### src/rtl/dac_ad57x4_pkg.sv
// Shared frame format, register codes and sequencer states for the AD57x4 quad-DAC driver.
package dac_ad57x4_pkg;

  localparam int FRAME_W = 24;

  localparam logic [2:0] REG_DAC   = 3'b000;
  localparam logic [2:0] REG_RANGE = 3'b001;
  localparam logic [2:0] REG_POWER = 3'b010;

  typedef enum logic [2:0] {
    INIT_PWR, INIT_RNG, IDLE, SHIFT, GAP, LDAC, DONE
  } state_e;

  // {R/W=0, 0, REG, ADDR, DATA}, sent MSB first
  function automatic logic [FRAME_W-1:0] build_frame(input logic [2:0] rg,
                                                     input logic [2:0] addr,
                                                     input logic [15:0] data);
    return {2'b00, rg, addr, data};
  endfunction

endpackage

### src/rtl/dac_spi_frame_tx.sv
// 24-bit SPI frame shifter: SYNC low for the whole frame, SCLK idles high, data changes on SCLK rise.
module dac_spi_frame_tx
  import dac_ad57x4_pkg::*;
#(
  parameter int SCLK_DIV = 2
) (
  input  logic               clk,
  input  logic               reset_n,
  input  logic               start,
  input  logic [FRAME_W-1:0] frame,
  output logic               last,
  output logic               sync_n,
  output logic               sclk,
  output logic               sdin
);

  localparam int DIV_W = (SCLK_DIV > 1) ? $clog2(SCLK_DIV) : 1;

  logic               active;
  logic [FRAME_W-1:0] shreg;
  logic [4:0]         bit_cnt;
  logic [DIV_W-1:0]   div_cnt;
  logic               div_end;

  assign div_end = (div_cnt == DIV_W'(SCLK_DIV - 1));
  // final cycle of the low half of bit 0; SYNC rises on the next edge
  assign last    = active && !sclk && div_end && (bit_cnt == 5'(FRAME_W - 1));

  always_ff @(posedge clk or negedge reset_n) begin
    if (!reset_n) begin
      active  <= 1'b0;
      shreg   <= '0;
      bit_cnt <= '0;
      div_cnt <= '0;
      sync_n  <= 1'b1;
      sclk    <= 1'b1;
      sdin    <= 1'b0;
    end else if (start && !active) begin
      active  <= 1'b1;
      sync_n  <= 1'b0;
      sclk    <= 1'b1;
      sdin    <= frame[FRAME_W-1];
      shreg   <= {frame[FRAME_W-2:0], 1'b0};
      bit_cnt <= '0;
      div_cnt <= '0;
    end else if (active) begin
      if (!div_end) begin
        div_cnt <= div_cnt + 1'b1;
      end else begin
        div_cnt <= '0;
        if (sclk) begin
          sclk <= 1'b0;
        end else if (last) begin
          active <= 1'b0;
          sync_n <= 1'b1;
          sclk   <= 1'b1;
          sdin   <= 1'b0;
        end else begin
          sclk    <= 1'b1;
          sdin    <= shreg[FRAME_W-1];
          shreg   <= {shreg[FRAME_W-2:0], 1'b0};
          bit_cnt <= bit_cnt + 5'd1;
        end
      end
    end
  end

endmodule

### src/rtl/dac_ad57x4_seq.sv
// Quad-DAC sequencer: power-up/range init after reset, then snapshot-and-write of enabled channels per trigger.
module dac_ad57x4_seq
  import dac_ad57x4_pkg::*;
#(
  parameter int         NUM_CH     = 4,
  parameter int         DATA_W     = 16,
  parameter int         SCLK_DIV   = 2,
  parameter logic [2:0] RANGE_CODE = 3'b000,
  parameter int         SYNC_GAP   = 2,
  parameter int         LDAC_MODE  = 0
) (
  input  logic                     clk,
  input  logic                     reset_n,
  input  logic                     trig,
  input  logic [NUM_CH-1:0]        ch_en,
  input  logic [NUM_CH*DATA_W-1:0] ch_data,
  output logic                     init_done,
  output logic                     busy,
  output logic                     update_done,
  output logic                     dac_sync_n,
  output logic                     dac_sclk,
  output logic                     dac_sdin,
  output logic                     dac_ldac_n,
  output logic                     dac_clr_n
);

  localparam logic        LDAC_IDLE = (LDAC_MODE != 0);
  localparam logic [15:0] PWR_D     = 16'h0010 | 16'((1 << NUM_CH) - 1);
  localparam logic [15:0] RNG_D     = {13'b0, RANGE_CODE};

  state_e                   state, state_nx;
  logic [NUM_CH-1:0]        rem, src_en;
  logic [NUM_CH*DATA_W-1:0] snap_data, src_data;
  logic [1:0]               first;
  logic [DATA_W-1:0]        cur;
  logic [15:0]              cur16, cnt;
  logic [2:0]               rng_cnt;
  logic                     pending, accept, gap_end, ldac_end, start, tx_last, ldac_n_q;
  logic [FRAME_W-1:0]       frame;

  assign accept = (state == IDLE) && init_done && (trig || pending);

  // the first frame of an update is launched from the live inputs in the capture cycle
  assign src_en   = accept ? ch_en : rem;
  assign src_data = accept ? ch_data : snap_data;
  assign cur      = src_data[first*DATA_W +: DATA_W];
  assign cur16    = 16'(cur) << (16 - DATA_W);

  always_comb begin
    first = '0;
    for (int i = NUM_CH - 1; i >= 0; i--)
      if (src_en[i]) first = 2'(i);
  end

  assign gap_end  = (state == GAP)  && (cnt == 16'(SYNC_GAP - 1));
  assign ldac_end = (state == LDAC) && (cnt == 16'(2*SCLK_DIV - 1));

  always_comb begin
    state_nx = state;
    start    = 1'b0;
    frame    = build_frame(REG_DAC, {1'b0, first}, cur16);
    case (state)
      IDLE: begin
        if (!init_done) begin
          start    = 1'b1;
          frame    = build_frame(REG_POWER, 3'd0, PWR_D);
          state_nx = INIT_PWR;
        end else if (accept) begin
          if (ch_en == '0) state_nx = DONE;
          else begin
            start    = 1'b1;
            state_nx = SHIFT;
          end
        end
      end
      INIT_PWR, INIT_RNG, SHIFT: if (tx_last) state_nx = GAP;
      GAP: begin
        if (gap_end) begin
          if (!init_done) begin
            if (rng_cnt == 3'(NUM_CH)) state_nx = IDLE;
            else begin
              start    = 1'b1;
              frame    = build_frame(REG_RANGE, rng_cnt, RNG_D);
              state_nx = INIT_RNG;
            end
          end else if (rem != '0) begin
            start    = 1'b1;
            state_nx = SHIFT;
          end else begin
            state_nx = LDAC_IDLE ? LDAC : DONE;
          end
        end
      end
      LDAC:    if (ldac_end) state_nx = DONE;
      DONE:    state_nx = IDLE;
      default: state_nx = IDLE;
    endcase
  end

  always_ff @(posedge clk or negedge reset_n) begin
    if (!reset_n) begin
      state     <= IDLE;
      cnt       <= '0;
      rng_cnt   <= '0;
      rem       <= '0;
      snap_data <= '0;
      pending   <= 1'b0;
      init_done <= 1'b0;
      ldac_n_q  <= LDAC_IDLE;
    end else begin
      state    <= state_nx;
      cnt      <= (state_nx != state) ? '0 : cnt + 16'd1;
      // triggers that cannot start now collapse into one deferred update
      pending  <= !accept && (pending || trig);
      ldac_n_q <= LDAC_IDLE && (state_nx != LDAC);
      if (accept) snap_data <= ch_data;
      if (start && state_nx == SHIFT)    rem     <= src_en & ~(NUM_CH'(1) << first);
      if (start && state_nx == INIT_RNG) rng_cnt <= rng_cnt + 3'd1;
      if (gap_end && !init_done && rng_cnt == 3'(NUM_CH)) init_done <= 1'b1;
    end
  end

  assign busy        = (state != IDLE);
  assign update_done = (state == DONE);
  assign dac_ldac_n  = ldac_n_q;
  assign dac_clr_n   = 1'b1;

  dac_spi_frame_tx #(.SCLK_DIV(SCLK_DIV)) u_tx (
    .clk    (clk),
    .reset_n(reset_n),
    .start  (start),
    .frame  (frame),
    .last   (tx_last),
    .sync_n (dac_sync_n),
    .sclk   (dac_sclk),
    .sdin   (dac_sdin)
  );

endmodule

### config.mk
export PLATFORM = sky130hd
export DESIGN_NAME = dac_ad57x4_seq
export DESIGN_NICKNAME = d
export VERILOG_FILES = /design/src/rtl/dac_ad57x4_pkg.sv /design/src/rtl/dac_spi_frame_tx.sv /design/src/rtl/dac_ad57x4_seq.sv
export SDC_FILE = /design/constraint.sdc
export NUM_CORES = 1
export LEC_CHECK = 0
export ABC_AREA = 0
export CAP_MARGIN = 40
export CORE_ASPECT_RATIO = 2
export CORE_MARGIN = 3
export CORE_UTILIZATION = 30
export CTS_CLUSTER_DIAMETER = 120
export DETAILED_ROUTE_END_ITERATION = 6
export PLACE_DENSITY = 0.61
export SLEW_MARGIN = 5
export SYNTH_ARGS = -nofsm -noshare
export SYNTH_HDL_FRONTEND = slang
export SYNTH_SLANG_ARGS = --single-unit
### constraint.sdc
create_clock -name clk -period 2.3 [get_ports clk]
set_clock_uncertainty 0.05 [all_clocks]
set_input_delay 0.23 -clock clk [delete_from_list [all_inputs] [get_ports clk]]
set_output_delay 0.23 -clock clk [all_outputs]
set_load 0.03 [all_outputs]
==> flow_metrics.tcl, run 1 <==
set metrics [dict create \
    status "finished, violations left" \
    failing_checks "negative setup slack" \
    cp_data_required_time_ns 2.56 \
    yosys-mux-area-fraction 0.111 \
    timing.critical_path.fanout_max 8 \
    startpoint_type "flop" \
    cpLargestDelayFamily "simple AND/OR/NAND/NOR gates" \
    groute.usage.overall 0.163 \
    setup.worst_path.end_class "flop" \
    yosysSeqAreaShare 0.491 \
    synth-seq-cells 125 \
    yosys.area.top_type "sky130_fd_sc_hd__dfrtp_1" \
    cts.reportedPaths.clkPinSlew_ns 0.05 \
    mappedNetlistNets 731 \
    number_of_buffers_created_by_cts 17 \
    share_of_synthesized_flip_flops_with_an_asynchronous_set_or_reset 1.00 \
    synth_edf_count 0 \
    cap_viol_max_count 0 \
    clockBufferDepth 2 \
    initial_core_util 0.309 \
    globalplace.congestion 0.857 \
    drt_first_iter_violations 259 \
    antenna_cells_inserted 0 \
    ff2ff_setup_slack_ns -0.15 \
    xor_and_xnor_fraction_of_the_mapped_netlist_area 0.0261 \
    grt_pass1_wl_um 29100 \
    drc 0 \
    grt_overflow 0 \
    wl_per_cell_um 16.9 \
    die_w_um 109 \
    synth.top_cells.by_area "sky130_fd_sc_hd__dfrtp_1 48%, sky130_fd_sc_hd__mux2_2 7.9%, sky130_fd_sc_hd__nand2_1 7.4%, sky130_fd_sc_hd__mux2i_1 3.1%, sky130_fd_sc_hd__o22ai_1 3.1%" \
    die-height_um 212 \
    via_per_inst 5.00 \
    critical-path-max-stage-delay_ns 0.56 \
    cts.root.buffer_cell "sky130_fd_sc_hd__clkbuf_16" \
    post_route_cells_drive_above_1_share 0.307 \
    floorplan.core_area_mm2 0.0206 \
    clock-sinks 125 \
    critical_path.slowest_cell "sky130_fd_sc_hd__or4_4" \
    area.growth.synth_to_final_pct 45.5 \
    drt_first_pass_iters 4 \
    capture_point_of_the_worst_path "cnt[14]" \
    syn_area_mm2 0.00638 \
    crit_path_cell_trace "or4_4 > buf_6 > nor4b_4 > nand2_2 > buf_6 > and3_4 > o2111ai_4 > clkbuf_16 > nor2_2" \
    cp_num_cells 9 \
    h_tree_level_count 4 \
    timing_worst_setup_path_type "flop to flop" \
    route.antenna.remaining_nets 0 \
    capture_instance_of_the_worst_register_to_register_path "cnt[14]" \
    synth_simple_gate_area_share 0.207 \
    vdd.ir_drop.worst_uv 409 \
    placedCellCount 1027 \
    routed-via-count 5380 \
    power.leakage_nw 4.05 \
    fmaxAchievable_ghz 0.408 \
    drt-total-wl_um 18200 \
    synth_compound_area_frac 0.117 \
    synth.cells.most_frequent "125 x sky130_fd_sc_hd__nand2_1, 122 x sky130_fd_sc_hd__dfrtp_1, 45 x sky130_fd_sc_hd__mux2_2, 45 x sky130_fd_sc_hd__nor2_1, 37 x sky130_fd_sc_hd__nand3_1" \
    final-hold-violation-count 0 \
    crit_top_cell "sky130_fd_sc_hd__buf_6" \
    clock_tree_from_tritoncts "yes" \
    syn_area_per_cell_um2 9.73 \
    gate_count_post_synth 655 \
    yosysMostFrequentCell "sky130_fd_sc_hd__nand2_1" \
    via_count_of_the_first_global_routing_pass 5652 \
    finalPower_mw 5.15 \
    yosysWarnings 0 \
    synth_ff_type "sky130_fd_sc_hd__dfrtp_1" \
    maximum_number_of_pins_on_one_net_before_global_route_repair 54 \
    ios 79 \
    stdcell_count 1075 \
    worst_slack_ns -0.152 \
    worst_skew_pair.late_latency_ns 0.42 \
    antenna_found_initial 0 \
    unrepaired_setup_endpoints_after_global_routing "yes" \
    cp.buffers_inverters 3 \
    timing.final.max_slew_violations 0 \
    finalCriticalPeriod_ns 2.45 \
    fp-row-count 74 \
    dominant_combinational_cell_family_by_area_after_synthesis "simple AND/OR/NAND/NOR gates" \
    cp.arrival_ns 2.71 \
    area_of_the_die_mm2 0.0231 \
    period_share 1.07 \
    yosys.area.top_type_share 0.479 \
    holdCritPathClass "input pin to asynchronous set/reset pin" \
    cells_on_worst_reg2reg_path 9 \
    hpwl_um 12500 \
    post_synth_fa_ha_maj_area_fraction 0.00981 \
    setup_viol_count_final 43 \
    io_buffers 76 \
    r2r-start "cnt[11]" \
    ys_types 59 \
    power-per-cell-area_mw_per_mm2 555 \
    crit_path_from "cnt[11]" \
    final_net_count 872 \
]
power breakdown:
part,internal (mW),switching [mW]
combinational,0.137,0.114
sequential,2.20,0.0000000000000000103
clock,1.66,1.04
total,4.00,1.15
per-stage QoR:
stage | util | setup TNS, ns | setup slack, ns | hold WS, ns | instance area (um2)
after global routing | 0.449 | -7.85 | -0.229 | 0.284 | 9280
after detailed placement | 0.386 | -6.27 | -0.287 | 0.154 | 7980
after global placement | 0.386 | -4.83 | -0.251 | 0.152 | 7980
after floorplan | - | -2.71 | -0.199 | -0.116 | 6440
final | 0.449 | -4.42 | -0.152 | 0.248 | 9280
after CTS | 0.430 | -2.24 | -0.105 | 0.247 | 8880
worst min path at each step:
stage / end / cells after the start / slack [ns]
floorplan: cnt[0] / 0 / -0.12
global placement: cnt[8] / 1 / 0.15
detailed placement: cnt[2] / 1 / 0.15
CTS: snap_data[39] / 2 / 0.25
global route: snap_data[39] / 2 / 0.28
finish: cnt[2] / 2 / 0.25
placed cells by master (no fill, tap or decap), types with 4 or more instances in the layout:
| cell type | netlist | final |
|---|---|---|
| sky130_fd_sc_hd__nand2_1 | 125 | 122 |
| sky130_fd_sc_hd__dfrtp_1 | 122 | 121 |
| sky130_fd_sc_hd__clkdlybuf4s50_1 | 0 | 73 |
| sky130_fd_sc_hd__buf_4 | 3 | 56 |
| sky130_fd_sc_hd__mux2_2 | 45 | 33 |
| sky130_fd_sc_hd__nand3_1 | 37 | 29 |
| sky130_fd_sc_hd__nor2_1 | 45 | 27 |
| sky130_fd_sc_hd__o22ai_1 | 32 | 23 |
| sky130_fd_sc_hd__mux2i_1 | 20 | 20 |
| sky130_fd_sc_hd__clkbuf_16 | 0 | 18 |
| sky130_fd_sc_hd__o21ai_0 | 31 | 16 |
| sky130_fd_sc_hd__nor2_4 | 0 | 14 |
| sky130_fd_sc_hd__buf_6 | 1 | 14 |
| sky130_fd_sc_hd__inv_1 | 13 | 12 |
| sky130_fd_sc_hd__mux2_4 | 0 | 12 |
| sky130_fd_sc_hd__buf_12 | 0 | 12 |
| sky130_fd_sc_hd__nor2b_1 | 12 | 11 |
| sky130_fd_sc_hd__xnor2_1 | 11 | 10 |
| sky130_fd_sc_hd__nand3b_1 | 9 | 9 |
| sky130_fd_sc_hd__a31oi_1 | 11 | 9 |
| sky130_fd_sc_hd__o22ai_2 | 0 | 9 |
| sky130_fd_sc_hd__xor2_1 | 8 | 8 |
| sky130_fd_sc_hd__a21oi_1 | 10 | 7 |
| sky130_fd_sc_hd__o21ai_1 | 2 | 7 |
| sky130_fd_sc_hd__nor3b_1 | 7 | 7 |
| sky130_fd_sc_hd__o21ai_2 | 0 | 7 |
| sky130_fd_sc_hd__o211ai_1 | 6 | 6 |
| sky130_fd_sc_hd__nand3_2 | 0 | 5 |
| sky130_fd_sc_hd__or4_4 | 3 | 4 |
| sky130_fd_sc_hd__nor3_1 | 4 | 4 |
| sky130_fd_sc_hd__nand4_1 | 4 | 4 |
| sky130_fd_sc_hd__nor2_2 | 0 | 4 |
| sky130_fd_sc_hd__nand2_2 | 2 | 4 |
| sky130_fd_sc_hd__nand2b_1 | 4 | 4 |
| sky130_fd_sc_hd__o221ai_2 | 0 | 4 |
| sky130_fd_sc_hd__ha_1 | 5 | 4 |
routing by layer:
| layer | global-route usage | wire, um | share of wire | vias up |
|---|---|---|---|---|
| li1 | - | - | - | 2584 |
| met1 | 0.185 | 6900 | 0.38 | 2641 |
| met2 | 0.293 | 10100 | 0.56 | 123 |
| met3 | 0.0283 | 666 | 0.037 | 32 |
| met4 | 0.0680 | 514 | 0.028 | 0 |
| met5 | 0 | 0 | 0 | - |
sequential cells by signal, summed over array words and instances, names as in the netlist, 3 cells and up:
name and flops:
snap_data 64, u_tx.shreg 23, rem 4, rng_cnt 3, u_tx.bit_cnt 5, state 3, cnt 16
worst reg2reg max path, stage by stage, from the launching register on:
cell	delay [ns]
sky130_fd_sc_hd__dfrtp_1	0.39
sky130_fd_sc_hd__or4_4	0.56
sky130_fd_sc_hd__buf_6	0.14
sky130_fd_sc_hd__nor4b_4	0.31
sky130_fd_sc_hd__nand2_2	0.13
sky130_fd_sc_hd__buf_6	0.16
sky130_fd_sc_hd__and3_4	0.19
sky130_fd_sc_hd__o2111ai_4	0.13
sky130_fd_sc_hd__clkbuf_16	0.25
sky130_fd_sc_hd__nor2_2	0.04
cells by family after synthesis:
logic type,Yosys count
other cells,2
simple gates,273
flops,125
mux,65
compound gates,113
buf+inv,53
fa+ha+maj,5
xor+xnor,19
cell type report:
type | count | area (um2)
clock inverter | 12 | 136
clock buffer | 20 | 457
multi-input combinational | 478 | 3510
inverter | 13 | 51.3
fill | 1918 | 11400
sequential | 125 | 3130
tap | 266 | 333
timing repair buffer | 161 | 1660
timing repair:
item	in CTS	in global routing
buffers inserted	8	3
pin swaps	18	33
gates resized for setup	46	81
gates cloned	2	2
hold buffers	1	0
hold endpoints to repair	30	0
endpoints found under the setup margin	53	54
No activity file was read; power rests on OpenSTA's default activity.
==> inputs of run 2 (changes only) <==
--- a/config.mk
+++ b/config.mk
@@ -5,13 +5,14 @@
 export SDC_FILE = /design/constraint.sdc
 export NUM_CORES = 1
 export LEC_CHECK = 0
-export ABC_AREA = 0
+export ABC_AREA = 1
 export CAP_MARGIN = 40
 export CORE_ASPECT_RATIO = 2
 export CORE_MARGIN = 3
 export CORE_UTILIZATION = 30
 export CTS_CLUSTER_DIAMETER = 120
 export DETAILED_ROUTE_END_ITERATION = 6
+export HOLD_SLACK_MARGIN = 0.1
 export PLACE_DENSITY = 0.61
 export SLEW_MARGIN = 5
 export SYNTH_ARGS = -nofsm -noshare
==> run 2 against run 1 <==
  * Die area is 0.94% higher
  * Combinational power is 26% lower
  * Critical endpoint is now update_done
  * First-iteration DRC count is 7.3% lower
  * Total power is 7.4% lower
  * Critical path type is now flop to primary output
  * Clock-buffer cell count is 2 higher
  * Clock power is 12% lower
  * Via count is 5.1% higher
  * Cell count is 14% higher
  * The flow now finishes without violations
  * Hold slack better by 0.0047 ns
  * Routed wire length is 2.9% lower
==> flow_metrics.tcl, run 2 <==
set metrics [dict create \
    power-per-cell-area_mw_per_mm2 557 \
    power_share_of_the_combinational_group 0.039 \
    worst_pin_slew_ns 0.548 \
    xor_and_xnor_fraction_of_the_mapped_netlist_area 0.0177 \
    largestRegisters "snap_data (64), u_tx.shreg (23), cnt (16)" \
    fill_cells 2178 \
    die-height_um 213 \
    route.antenna.remaining_nets 0 \
    syn_area_mm2 0.00644 \
    clock-sinks 125 \
    yosys.area.top_type "sky130_fd_sc_hd__dfrtp_1" \
    number_of_buffers_created_by_cts 17 \
    hpwl_um 13200 \
    postPlaceCellArea_mm2 0.00788 \
    crit_path_cell_trace "inv_2 > buf_4 > nor2_1 > clkdlybuf4s50_1" \
    dominant_combinational_cell_family_by_area_after_synthesis "simple AND/OR/NAND/NOR gates" \
    gate_count_post_synth 807 \
    cpLargestDelayFamily "buffers and inverters" \
    period_share 0.969 \
    cts.reportedPaths.clkPinSlew_ns 0.06 \
    io_buffers 76 \
    critical-path-max-stage-delay_ns 0.69 \
    final_cell_mix "290 x sky130_fd_sc_hd__nand2_1, 122 x sky130_fd_sc_hd__dfrtp_1, 75 x sky130_fd_sc_hd__clkdlybuf4s50_1, 61 x sky130_fd_sc_hd__inv_1, 61 x sky130_fd_sc_hd__nor2_1" \
    area.growth.synth_to_final_pct 32.9 \
    synth_ff_type "sky130_fd_sc_hd__dfrtp_1" \
    h_tree_level_count 4 \
    yosys-mux-area-fraction 0 \
    largest_register_ffs 64 \
    internal_power_mw 3.71 \
    cap_viol_max_count 0 \
    power.clock.fraction 0.499 \
    mappedNetlistNets 883 \
    setup_viol_count_final 0 \
    timing.final.max_slew_violations 0 \
    synth.cells.most_frequent "292 x sky130_fd_sc_hd__nand2_1, 122 x sky130_fd_sc_hd__dfrtp_1, 64 x sky130_fd_sc_hd__nor2_1, 62 x sky130_fd_sc_hd__inv_1, 50 x sky130_fd_sc_hd__nand3_1" \
    fin_util 0.407 \
    finalPower_mw 4.77 \
    startpoint_type "flop" \
    finish.instance_area_mm2 0.00856 \
    cts.root.buffer_cell "sky130_fd_sc_hd__clkbuf_16" \
    routed-via-count 5655 \
    initial_core_util 0.306 \
    unrepaired_setup_endpoints_after_global_routing "yes" \
    power.leakage_nw 4.28 \
    clockBufferDepth 2 \
    groute.usage.overall 0.159 \
    area_of_the_die_mm2 0.0234 \
    worst_skew_pair.late_latency_ns 0.42 \
    drt-total-wl_um 17600 \
    synth_simple_gate_area_share 0.328 \
    yosys.area.top_type_share 0.474 \
    antenna_found_initial 0 \
    wl_per_cell_um 14.4 \
    share_of_synthesized_flip_flops_with_an_asynchronous_set_or_reset 1.00 \
    synth_edf_count 0 \
    synth_compound_area_frac 0.0781 \
    via_per_inst 4.62 \
    cp.arrival_ns 1.95 \
    drc 0 \
    netSwitchingPower_mw 1.06 \
    timing.critical_path.fanout_max 4 \
    status "complete, no violations" \
    clock_tree_from_tritoncts "yes" \
    globalplace.congestion 0.838 \
    yosysWarnings 0 \
    die_w_um 110 \
    finalCriticalPeriod_ns 2.23 \
    holdCritPathClass "input pin to asynchronous set/reset pin" \
    fmaxAchievable_ghz 0.449 \
    ios 79 \
    critical_path.slowest_cell "sky130_fd_sc_hd__clkdlybuf4s50_1" \
    final_net_count 1017 \
    ys_types 38 \
    layout_commonest_cell "sky130_fd_sc_hd__nand2_1" \
    power.switching_fraction 0.222 \
    synth.top_cells.by_area "sky130_fd_sc_hd__dfrtp_1 47%, sky130_fd_sc_hd__nand2_1 17%, sky130_fd_sc_hd__nand3_1 3.9%, sky130_fd_sc_hd__nor2_1 3.7%, sky130_fd_sc_hd__inv_1 3.6%" \
    registers.top_by_ff_count "snap_data" \
    grt_overflow 0 \
    maximum_number_of_pins_on_one_net_before_global_route_repair 57 \
    power.share.sequential 0.462 \
    fp-row-count 75 \
    post_route_cells_drive_above_1_share 0.182 \
    timing_worst_setup_path_type "flop to primary output" \
    drt_first_pass_iters 4 \
    ff2ff_setup_slack_ns 0.13 \
    post_synth_fa_ha_maj_area_fraction 0.00972 \
    antenna_cells_inserted 0 \
    floorplan.core_area_mm2 0.0210 \
    cp.buffers_inverters 3 \
    via_count_of_the_first_global_routing_pass 5811 \
    yosysMostFrequentCell "sky130_fd_sc_hd__nand2_1" \
    yosysSeqAreaShare 0.486 \
    vdd.ir_drop.worst_uv 381 \
    cp_data_required_time_ns 2.02 \
    timing.slew.headroom 0.634 \
    syn_area_per_cell_um2 7.98 \
    setup.worst_path.end_class "primary output" \
    synth-seq-cells 125 \
    final-hold-violation-count 0 \
    drt_first_iter_violations 240 \
    grt_pass1_wl_um 28300 \
]
run 2: changes by cell type in the layout (fill, tap and decap cells not counted), moves of 21 or more:
cell                      delta
sky130_fd_sc_hd__nand2_1   +168
sky130_fd_sc_hd__o22ai_1    -21
sky130_fd_sc_hd__nor2_1     +34
sky130_fd_sc_hd__mux2_2     -33
sky130_fd_sc_hd__inv_1      +49
run 2: per-layer routing:
metal | global-route usage | vias up | part of all wire
li1 | - | 2840 | -
met1 | 0.161 | 2665 | 0.37
met2 | 0.301 | 114 | 0.57
met3 | 0.0336 | 36 | 0.034
met4 | 0.0723 | 0 | 0.033
met5 | 0 | - | 0
run 2: metrics by stage:
stage / std cells / setup TNS (ns) / hold slack, ns / setup slack [ns]
2_1_floorplan: 807 / 0 / -0.116 / 0.255
3_3_place_gp: 1181 / -0.352 / 0.161 / -0.116
3_5_place_dp: 1181 / -0.940 / 0.156 / -0.176
4_1_cts: 1214 / 0 / 0.259 / 0.00650
5_1_grt: 1223 / -0.125 / 0.292 / -0.0398
6_report: 1223 / 0 / 0.253 / 0.0718
run 2: logic make-up (layout without fill, tap and decap cells):
kind of cell	Yosys count	count (layout)
simple gates	476	477
flops	125	125
other cells	2	2
compound gates	83	83
buf+inv	103	249
xor+xnor	13	13
fa+ha+maj	5	5
run 2: final cells by class:
type / instances / area, um2 / share of cell area
Tap cell: 269 / 337 / 0.0393
Timing Repair Buffer: 145 / 1420 / 0.166
Inverter: 72 / 275 / 0.0322
Clock buffer: 22 / 454 / 0.0531
Sequential cell: 125 / 3130 / 0.366
Multi-Input combinational cell: 580 / 2870 / 0.336
Clock inverter: 10 / 67.6 / 0.00790
run 2: path summary, 6_finish.rpt:
kind | cells past startpoint | endpoint | startpoint
max in group asynchronous | 3 | snap_data[7] | reset_n
min | 2 | snap_data[47] | reset_n
min in group clk | 3 | snap_data[21] | ch_data[21]
max | 4 | update_done | state[2]
min reg2reg | 2 | snap_data[11] | snap_data[11]
max reg2reg | 12 | u_tx.shreg[10] | state[1]
run 2: repair_timing:
item                       CTS  global route
setup buffers                0             8
gates cloned                 0             1
hold buffers                 1             0
pin swaps                    0            10
hold endpoints to repair    30             0
setup endpoints to repair    3            28
gates resized for setup      3            27
run 2: power by group through the flow:
stage / clock network, mW / logic, mW / registers, mW
2_1_floorplan: 0 / 0.0119 / 2.24
3_3_place_gp: 0 / 0.188 / 2.24
3_5_place_dp: 0 / 0.188 / 2.24
4_1_cts: 2.43 / 0.191 / 2.20
5_1_grt: 2.54 / 0.202 / 2.20
6_report: 2.38 / 0.186 / 2.20
